### config.mk
export PLATFORM = sky130hd
export DESIGN_NAME = buffered_join
export DESIGN_NICKNAME = d
export VERILOG_FILES = /design/src/rtl/buffered_join_pkg.sv /design/src/rtl/buffered_join_token_counter.sv /design/src/rtl/buffered_join.sv
export SDC_FILE = /design/constraint.sdc
export NUM_CORES = 1
export LEC_CHECK = 0
export ABC_AREA = 1
export BUFFER_PORTS_ARGS = -buffer_cell sky130_fd_sc_hd__buf_2
export CAP_MARGIN = 20
export CORE_AREA = 2 2 39 41
export DETAILED_ROUTE_END_ITERATION = 16
export DIE_AREA = 0 0 41 43
export RECOVER_POWER = 50
export SYNTH_ARGS = -nofsm -noshare
export SYNTH_HDL_FRONTEND = slang
export SYNTH_SLANG_ARGS = --single-unit
export TNS_END_PERCENT = 20
### constraint.sdc
create_clock -name clk -period 2 [get_ports clk]
set_input_delay 0.3 -clock clk [delete_from_list [all_inputs] [get_ports clk]]
set_output_delay 0.3 -clock clk [all_outputs]
set_load 0.03 [all_outputs]
### src/rtl/buffered_join_pkg.sv
// Shared handshake package: constants and helpers used by the join and its
// per-channel token counters.
package buffered_join_pkg;

  // Legal parameter ranges for the join.
  localparam int MIN_SIZE  = 2;
  localparam int MAX_SIZE  = 16;
  localparam int MIN_DEPTH = 1;
  localparam int MAX_DEPTH = 15;

  // Ceiling log2 for elaboration-time width calculation.
  // The result is never less than 1, so a counter always has at least one bit.
  function automatic int clog2(input int value);
    int result;
    int rem;
    result = 0;
    rem    = value - 1;
    while (rem > 0) begin
      result = result + 1;
      rem    = rem >> 1;
    end
    if (result < 1) begin
      result = 1;
    end
    return result;
  endfunction

endpackage

### src/rtl/buffered_join_token_counter.sv
// Per-channel token occupancy counter (0..DEPTH).
// The parent only asserts push when a slot is free, or when a pop frees one
// in the same cycle, so the count can never go past DEPTH. The parent only
// asserts pop when every channel is nonempty, so the count can never drop
// below zero. Push and pop together leave the count unchanged.
module token_counter
  import buffered_join_pkg::*;
#(
  parameter int DEPTH = 2,
  parameter int CW    = 2
) (
  input  logic clk,
  input  logic rst,
  input  logic push,
  input  logic pop,
  output logic full,
  output logic nonempty
);

  localparam logic [CW-1:0] ONE      = CW'(1);
  localparam logic [CW-1:0] FULL_VAL = CW'(DEPTH);

  logic [CW-1:0] cnt;

  // Occupancy update: +1 on push only, -1 on pop only, hold otherwise; async clear.
  always_ff @(posedge clk or negedge rst) begin
    if (!rst) begin
      cnt <= '0;
    end else if (push && !pop) begin
      cnt <= cnt + ONE;
    end else if (pop && !push) begin
      cnt <= cnt - ONE;
    end
  end

  assign full     = (cnt == FULL_VAL);
  assign nonempty = (cnt != '0);

endmodule

### src/rtl/buffered_join.sv
// Buffered join: SIZE input channels, each buffering up to DEPTH tokens,
// joined into one output token.
//
// Handshake: a transfer happens on any cycle where valid and ready are both
// 1 at the rising clock edge. outs_valid comes only from registered
// occupancy, and once it is raised it stays high until the transfer happens.
// ins_ready never looks at ins_valid. It looks at outs_ready only when a
// channel is full, where a pop in the same cycle frees the slot that the new
// token will take.
module buffered_join
  import buffered_join_pkg::*;
#(
  parameter int SIZE  = 2,
  parameter int DEPTH = 2
) (
  input  logic            clk,
  input  logic            rst,
  input  logic [SIZE-1:0] ins_valid,
  output logic [SIZE-1:0] ins_ready,
  output logic            outs_valid,
  input  logic            outs_ready
);

  localparam int CW = clog2(DEPTH + 1);

  logic [SIZE-1:0] full;
  logic [SIZE-1:0] nonempty;
  logic [SIZE-1:0] push;
  logic            pop;

  // A joined token exists only when every channel holds at least one token.
  assign outs_valid = &nonempty;

  // One output transfer consumes one token from every channel.
  assign pop = outs_valid & outs_ready;

  // Accept while there is room, or when the same-cycle pop makes room.
  assign ins_ready = ~full | {SIZE{pop}};

  assign push = ins_valid & ins_ready;

  for (genvar i = 0; i < SIZE; i++) begin : g_chan
    token_counter #(
      .DEPTH (DEPTH),
      .CW    (CW)
    ) u_cnt (
      .clk      (clk),
      .rst      (rst),
      .push     (push[i]),
      .pop      (pop),
      .full     (full[i]),
      .nonempty (nonempty[i])
    );
  end

endmodule

==> metrics.md, run 1 <==
| Metric | Value |
|---|---|
| Distinct cells, synth | 15 |
| Biggest regs | g_chan.u_cnt.cnt: 4 flops |
| Post-CTS resize count | 0 |
| RR Startpoint | g_chan[1].u_cnt.cnt[0] |
| Status | complete, no violations |
| Layout cells sized above 1 | 0.294 |
| Cells along the critical path | inv_1 -> nand2_2 -> nand3_4 -> a21oi_1 -> ha_1 -> nand3b_1 -> nand2_1 -> nand2_1 |
| Max VDD drop | 0.637 mV |
| # H-tree levels | 1 |
| First-pass GRT wire length | 696 µm |
| Yosys top cell area share | 0.328 |
| Die Y-Extent | 43 µm |
| Crit path time final | 1490 ps |
| Pin count of the biggest net entering global routing | 7 |
| Fmax | 0.672 GHz |
| DRT Wirelength | 486 µm |
| RSZ-0062 raised after global routing | false |
| Fillers | 156 |
| P per Cell Area | 1780 nW/µm² |
| Crit end category | flop |
| Most used cell, CP | nand2_1 |
| Routed len/inst | 7.25 µm |
| Max-Slew Margin vs Limit | 0.864 |
| Crit-path max cell delay | 400 ps |
| Final nets | 60 |
| Port bufs | 7 |
| Mapped cell area | 305 µm² |
| Layout Skew | 1.95 ps |
| # DRC | 0 |
| CTS max path bufs | 2 |
| Clk sinks | 4 |
| Clock Tree Root | clkbuf_4 |
| Setup TNS | 0 ps |
| Total Routing Usage GR | 0.0666 |
| Final Max Tran Viols | 0 |
| Sequential share of the synthesized area | 0.328 |
| Fin crit share | 0.744 |
| Post-route ant nets | 0 |
| # rows | 14 |
| Worst Setup SP | g_chan[1].u_cnt.cnt[0] |
| Die ar. | 1760 µm² |
| Worst Max-Slew Pin Slew | 204 ps |
| Final Hold Viols | 0 |
| Biggest area consumer among synthesized cells | dfrtp_1 |
| Hold crit path type | in -> async |
| P_leak | 0.203 nW |
| Hold_ws | 428 ps |
| Max FO, Critical Path | 6 |
| Syn_area_per_cell | 7.63 µm² |
| Vias | 265 |
| DRT Pass-1 Iters | 1 |
| Vias in the first global route | 181 |
| DIE WIDTH | 41 µm |
| Synth Instances | 40 |
| DRT iter0 DRCs | 0 |
| CP max-delay cell | dfrtp_1 |
| Synthesis-stage register bit count | 4 |
| Core ar. | 1380 µm² |
| Worst skew pair latency | 230 ps |
| Final RePlAce weighted congestion | 0.660 |
| Worst-path clk slew | 30 ps |
| Initial antenna violation count | 0 |
| Biggest register | g_chan.u_cnt.cnt |
| Initial Util | 0.221 |
| Vias per cell | 3.96 |
| CP required | 2110 ps |
| Synth Warn # | 0 |
| CTS buffer count | 3 |
| Max reg flops | 4 |
| Endpoints failing setup | 0 |
| Hpwl dp | 421 µm |
| Syn_nets | 47 |
| IO Count | 8 |
| Critical Path Source Type | flop |
| ANT cells | 0 |
| Arr. time, crit path | 1600 ps |
| TritonCTS clock tree | yes |
| CP Class | reg -> reg |
| Total gr overflow | 0 |
| Ranking of synthesized cells by area | dfrtp_1 33%, nand2_1 12%, inv_1 9.8% |
| Syn-to-layout area delta | 27.0% |
| Maxcap violations | 0 |
[worst paths after layout]
| check | to | slack [ps] | cells past startpoint |
|---|---|---|---|
| min reg2reg | g_chan[1].u_cnt.cnt[1] | 470 | 2 |
| min | g_chan[1].u_cnt.cnt[1] | 430 | 2 |
| max | g_chan[0].u_cnt.cnt[1] | 510 | 8 |
| min in group clk | g_chan[1].u_cnt.cnt[1] | 470 | 2 |
| max in group asynchronous | g_chan[0].u_cnt.cnt[0] | 1390 | 2 |
| max reg2reg | g_chan[0].u_cnt.cnt[1] | 510 | 8 |
[cell type report]
cell class	count	area, µm²	share of cell area
Inverter	9	33.8	0.0871
Multi-Input combinational cell	27	168	0.432
Clock buffer	3	22.5	0.0581
Sequential cell	4	100	0.258
Timing Repair Buffer	8	43.8	0.113
Tap cell	16	20.0	0.0516
[synthesized netlist by cell type]
| cell type | number |
|---|---|
| a21oi_1 | 1 |
| nand3b_1 | 1 |
| nor2_1 | 2 |
| ha_1 | 2 |
| dfrtp_1 | 4 |
| a21oi_2 | 2 |
| xnor2_1 | 2 |
| and2_2 | 1 |
| nand2_2 | 2 |
| inv_1 | 8 |
| nand4_1 | 1 |
| nand2_1 | 10 |
| nand3_1 | 2 |
| nand3_4 | 1 |
| inv_2 | 1 |
[critical path, delay by kind of cell (launching register included)]
kind / cells / cell delay (ps)
DFF: 1 / 400
AOI/OAI and AO/OA: 1 / 150
and+or+nand+nor: 5 / 460
buffers and inverters: 1 / 80
adders and majority gates: 1 / 270
[logic make-up after synthesis]
| group | Yosys count | synth area share |
|---|---|---|
| buffers and inverters | 9 | 0.111 |
| DFF | 4 | 0.328 |
| adders and majority gates | 2 | 0.0820 |
| and+or+nand+nor | 20 | 0.348 |
| AOI/OAI and AO/OA | 3 | 0.0738 |
| xor gates and xnor gates | 2 | 0.0574 |
[power by group]
group	switching, W	internal [W]	total (W)
combinational	0.000262	0.000167	0.000430
sequential	0.0000378	0.000127	0.000165
clock	0.0000279	0.0000667	0.0000947
[timing repair]
item                                   in CTS  in global routing
hold buffers                                1                  0
setup buffers                               0                  0
endpoints found under the hold margin       4                  0
[routing by layer]
layer  vias to the layer above  GRT usage  part of all wire
li1                        146          -                 -
met1                       113     0.0817              0.50
met2                         6     0.0625              0.45
met3                         0     0.0314             0.053
met4                         0      0.100                 0
met5                         -          0                 0
[cell usage in the layout (no fill, tap or decap), types with 2 or more instances in the layout]
cell type	Yosys	layout
nand2_2	2	2
ha_1	2	2
clkbuf_4	0	3
dfrtp_1	4	4
nand3_1	2	2
buf_2	0	6
inv_1	8	8
nor2_1	2	2
a21oi_1	1	2
xnor2_1	2	2
nand2_1	10	10
[through the flow]
stage	worst slack [ps]	area (µm²)	cells	power, W	util
floorplan	640	305	40	0.000522	-
global placement	564	360	63	0.000596	0.260
detailed placement	535	360	63	0.000607	0.260
CTS	525	393	67	0.000711	0.284
global route	385	388	67	0.000762	0.280
finish	513	388	67	0.000690	0.280
No activity file was read; power rests on OpenSTA's default activity.
==> run 2: changes to the inputs <==
ABC_AREA = 0   (was 1)
clock period = 1.4 ns   (was 2 ns; I/O delays follow)
==> run 2 against run 1 <==
Compared with the run above: the run now ends with setup timing left; critical path depth fell by 1; global-route usage is 0.70 points higher; highest routed layer unchanged; total power up 57%; clock power up 51%; sequential power is 48% higher; register-to-register slack got worse by 540 ps; die area unchanged; cell area is 5.2% higher; sequential share of layout area shrank 1.3 points; hold slack got worse by 83 ps; cell count fell by 16%.
==> metrics.md, run 2 <==
| Metric | Value |
|---|---|
| Max FO, Critical Path | 4 |
| Final setup margin | -30.5 ps |
| Initial antenna violation count | 0 |
| Worst Max-Slew Pin Slew | 247 ps |
| Clock Tree Root | clkbuf_4 |
| Fmax | 0.699 GHz |
| Die ar. | 1760 µm² |
| Crit end category | flop |
| TritonCTS clock tree | yes |
| ANT cells | 0 |
| Post-synth top cells | 4 x dfrtp_1, 4 x xor2_1 |
| Distinct cells, synth | 11 |
| Fin crit share | 1.02 |
| Final RePlAce weighted congestion | 0.573 |
| Mapped cell area | 236 µm² |
| Syn_nets | 29 |
| Synthesis-stage register bit count | 4 |
| RSZ-0062 raised after global routing | true |
| CP Class | reg -> reg |
| Status | finished with violations |
| Vias per cell | 3.77 |
| Layout Cells excl Fill | 56 |
| Vias in the first global route | 194 |
| Arr. time, crit path | 1580 ps |
| # rows | 14 |
| Initial Util | 0.171 |
| P_leak | 0.184 nW |
| Syn_area_per_cell | 10.7 µm² |
| Biggest regs | g_chan.u_cnt.cnt: 4 flops |
| Final Hold Viols | 0 |
| Synth Warn # | 0 |
| Worst-path clk slew | 40 ps |
| Max reg flops | 4 |
| Hold crit path type | in -> async |
| Post-route ant nets | 0 |
| DRT Wirelength | 495 µm |
| Total gr overflow | 0 |
| Biggest area consumer among synthesized cells | dfrtp_1 |
| Ranking of synthesized cells by area | dfrtp_1 42%, xor2_1 15%, ha_1 11% |
| Synth Instances | 22 |
| Die Y-Extent | 43 µm |
| Critical Path Source Type | flop |
| Core ar. | 1380 µm² |
| Sequential share of the synthesized area | 0.423 |
| # H-tree levels | 1 |
| Placed Cells | 50 |
| Vias | 211 |
| Port bufs | 7 |
| Worst skew pair latency | 230 ps |
| Crit path time final | 1430 ps |
| Placement Setup Slack | -113 ps |
| Max-Slew Margin vs Limit | 0.835 |
| CTS buffer count | 3 |
| P per Cell Area | 2660 nW/µm² |
| CTS max path bufs | 2 |
| DRT iter0 DRCs | 2 |
| Yosys top cell area share | 0.423 |
| Syn-to-layout area delta | 72.5% |
| Layout Skew | 2.26 ps |
| Layout cells sized above 1 | 0.550 |
| PnR Total Power | 0.00108 W |
| Routed len/inst | 8.84 µm |
| Commonest non-fill, non-tap cell in the layout | buf_4 |
| Max VDD drop | 0.749 mV |
| Total Routing Usage GR | 0.0736 |
| Failing checks | setup timing |
| Setup TNS | -47.5 ps |
| Number of synthesized flops with an enable pin | 0 |
| IO Count | 8 |
| CP required | 1550 ps |
| Endpoints failing setup | 2 |
| Hold_ws | 345 ps |
| Biggest register | g_chan.u_cnt.cnt |
| Final nets | 49 |
| DRT Pass-1 Iters | 2 |
| Maxcap violations | 0 |
| First-pass GRT wire length | 793 µm |
| # DRC | 0 |
| Clk sinks | 4 |
| Most frequent cells in the layout | 7 x buf_4, 6 x buf_2, 4 x xor2_1, 4 x dfrtp_1, 3 x clkbuf_4 |
| DIE WIDTH | 41 µm |
| Synth async-reset ratio | 1.00 |
| Pin count of the biggest net entering global routing | 5 |
| Main synth FF type | dfrtp_1 |
| Final Max Tran Viols | 0 |
## run 2: metal layers
metal	part of all wire	vias to the layer above	track usage
met5	0	-	0
met4	0	0	0.0800
met3	0.067	0	0.0314
met2	0.42	6	0.0813
met1	0.51	92	0.0945
li1	-	113	-
## run 2: logic make-up after synthesis
kind of cell    share of synthesized area
xor+xnor                            0.222
fa+ha+maj                           0.106
compound gates                     0.0846
simple gates                        0.164
flops                               0.423
## run 2: final cells by class
cell class	count	area, µm²
timing repair buffer	15	96.3
tap	16	20.0
fill	155	976
multi-input combinational	18	169
sequential	4	100
clock buffer	3	22.5
## run 2: report_power, final
group | switching (W) | internal, W
combinational | 0.000323 | 0.000373
sequential | 0.0000586 | 0.000185
clock | 0.0000475 | 0.0000959
## run 2: worst paths after layout
| kind | from | end | slack [ps] | depth (start not counted) |
|---|---|---|---|---|
| setup / recovery | g_chan[1].u_cnt.cnt[1] | g_chan[0].u_cnt.cnt[1] | -30 | 7 |
| hold / removal | rst | g_chan[1].u_cnt.cnt[1] | 350 | 2 |
| setup reg to reg | g_chan[1].u_cnt.cnt[1] | g_chan[0].u_cnt.cnt[1] | -30 | 7 |
| hold reg to reg | g_chan[0].u_cnt.cnt[1] | g_chan[0].u_cnt.cnt[1] | 580 | 2 |
| max in group asynchronous | rst | g_chan[0].u_cnt.cnt[0] | 850 | 2 |
| min in group clk | ins_valid[1] | g_chan[1].u_cnt.cnt[0] | 400 | 4 |
## run 2: critical path, stage by stage (launching register included)
cell and delay, ps:
dfrtp_1 410, o21ai_1 140, nand3b_1 110, and2_4 160
ha_4 140, xor2_1 130, nor2_1 110, xor2_1 150
## run 2: timing repair
action                                 in CTS  in global routing
endpoints found under the hold margin       4                  0
hold buffers                                1                  0
setup endpoints to repair                   2                  2
resized for setup                           1                  0
pin swaps                                   6                  1
buffers inserted                            2                  0
## run 2: metrics by stage
step	cell area, µm²	util
floorplan	267	-
global route	408	0.295
CTS	409	0.296
detailed placement	359	0.259
finish	408	0.295
global placement	359	0.259
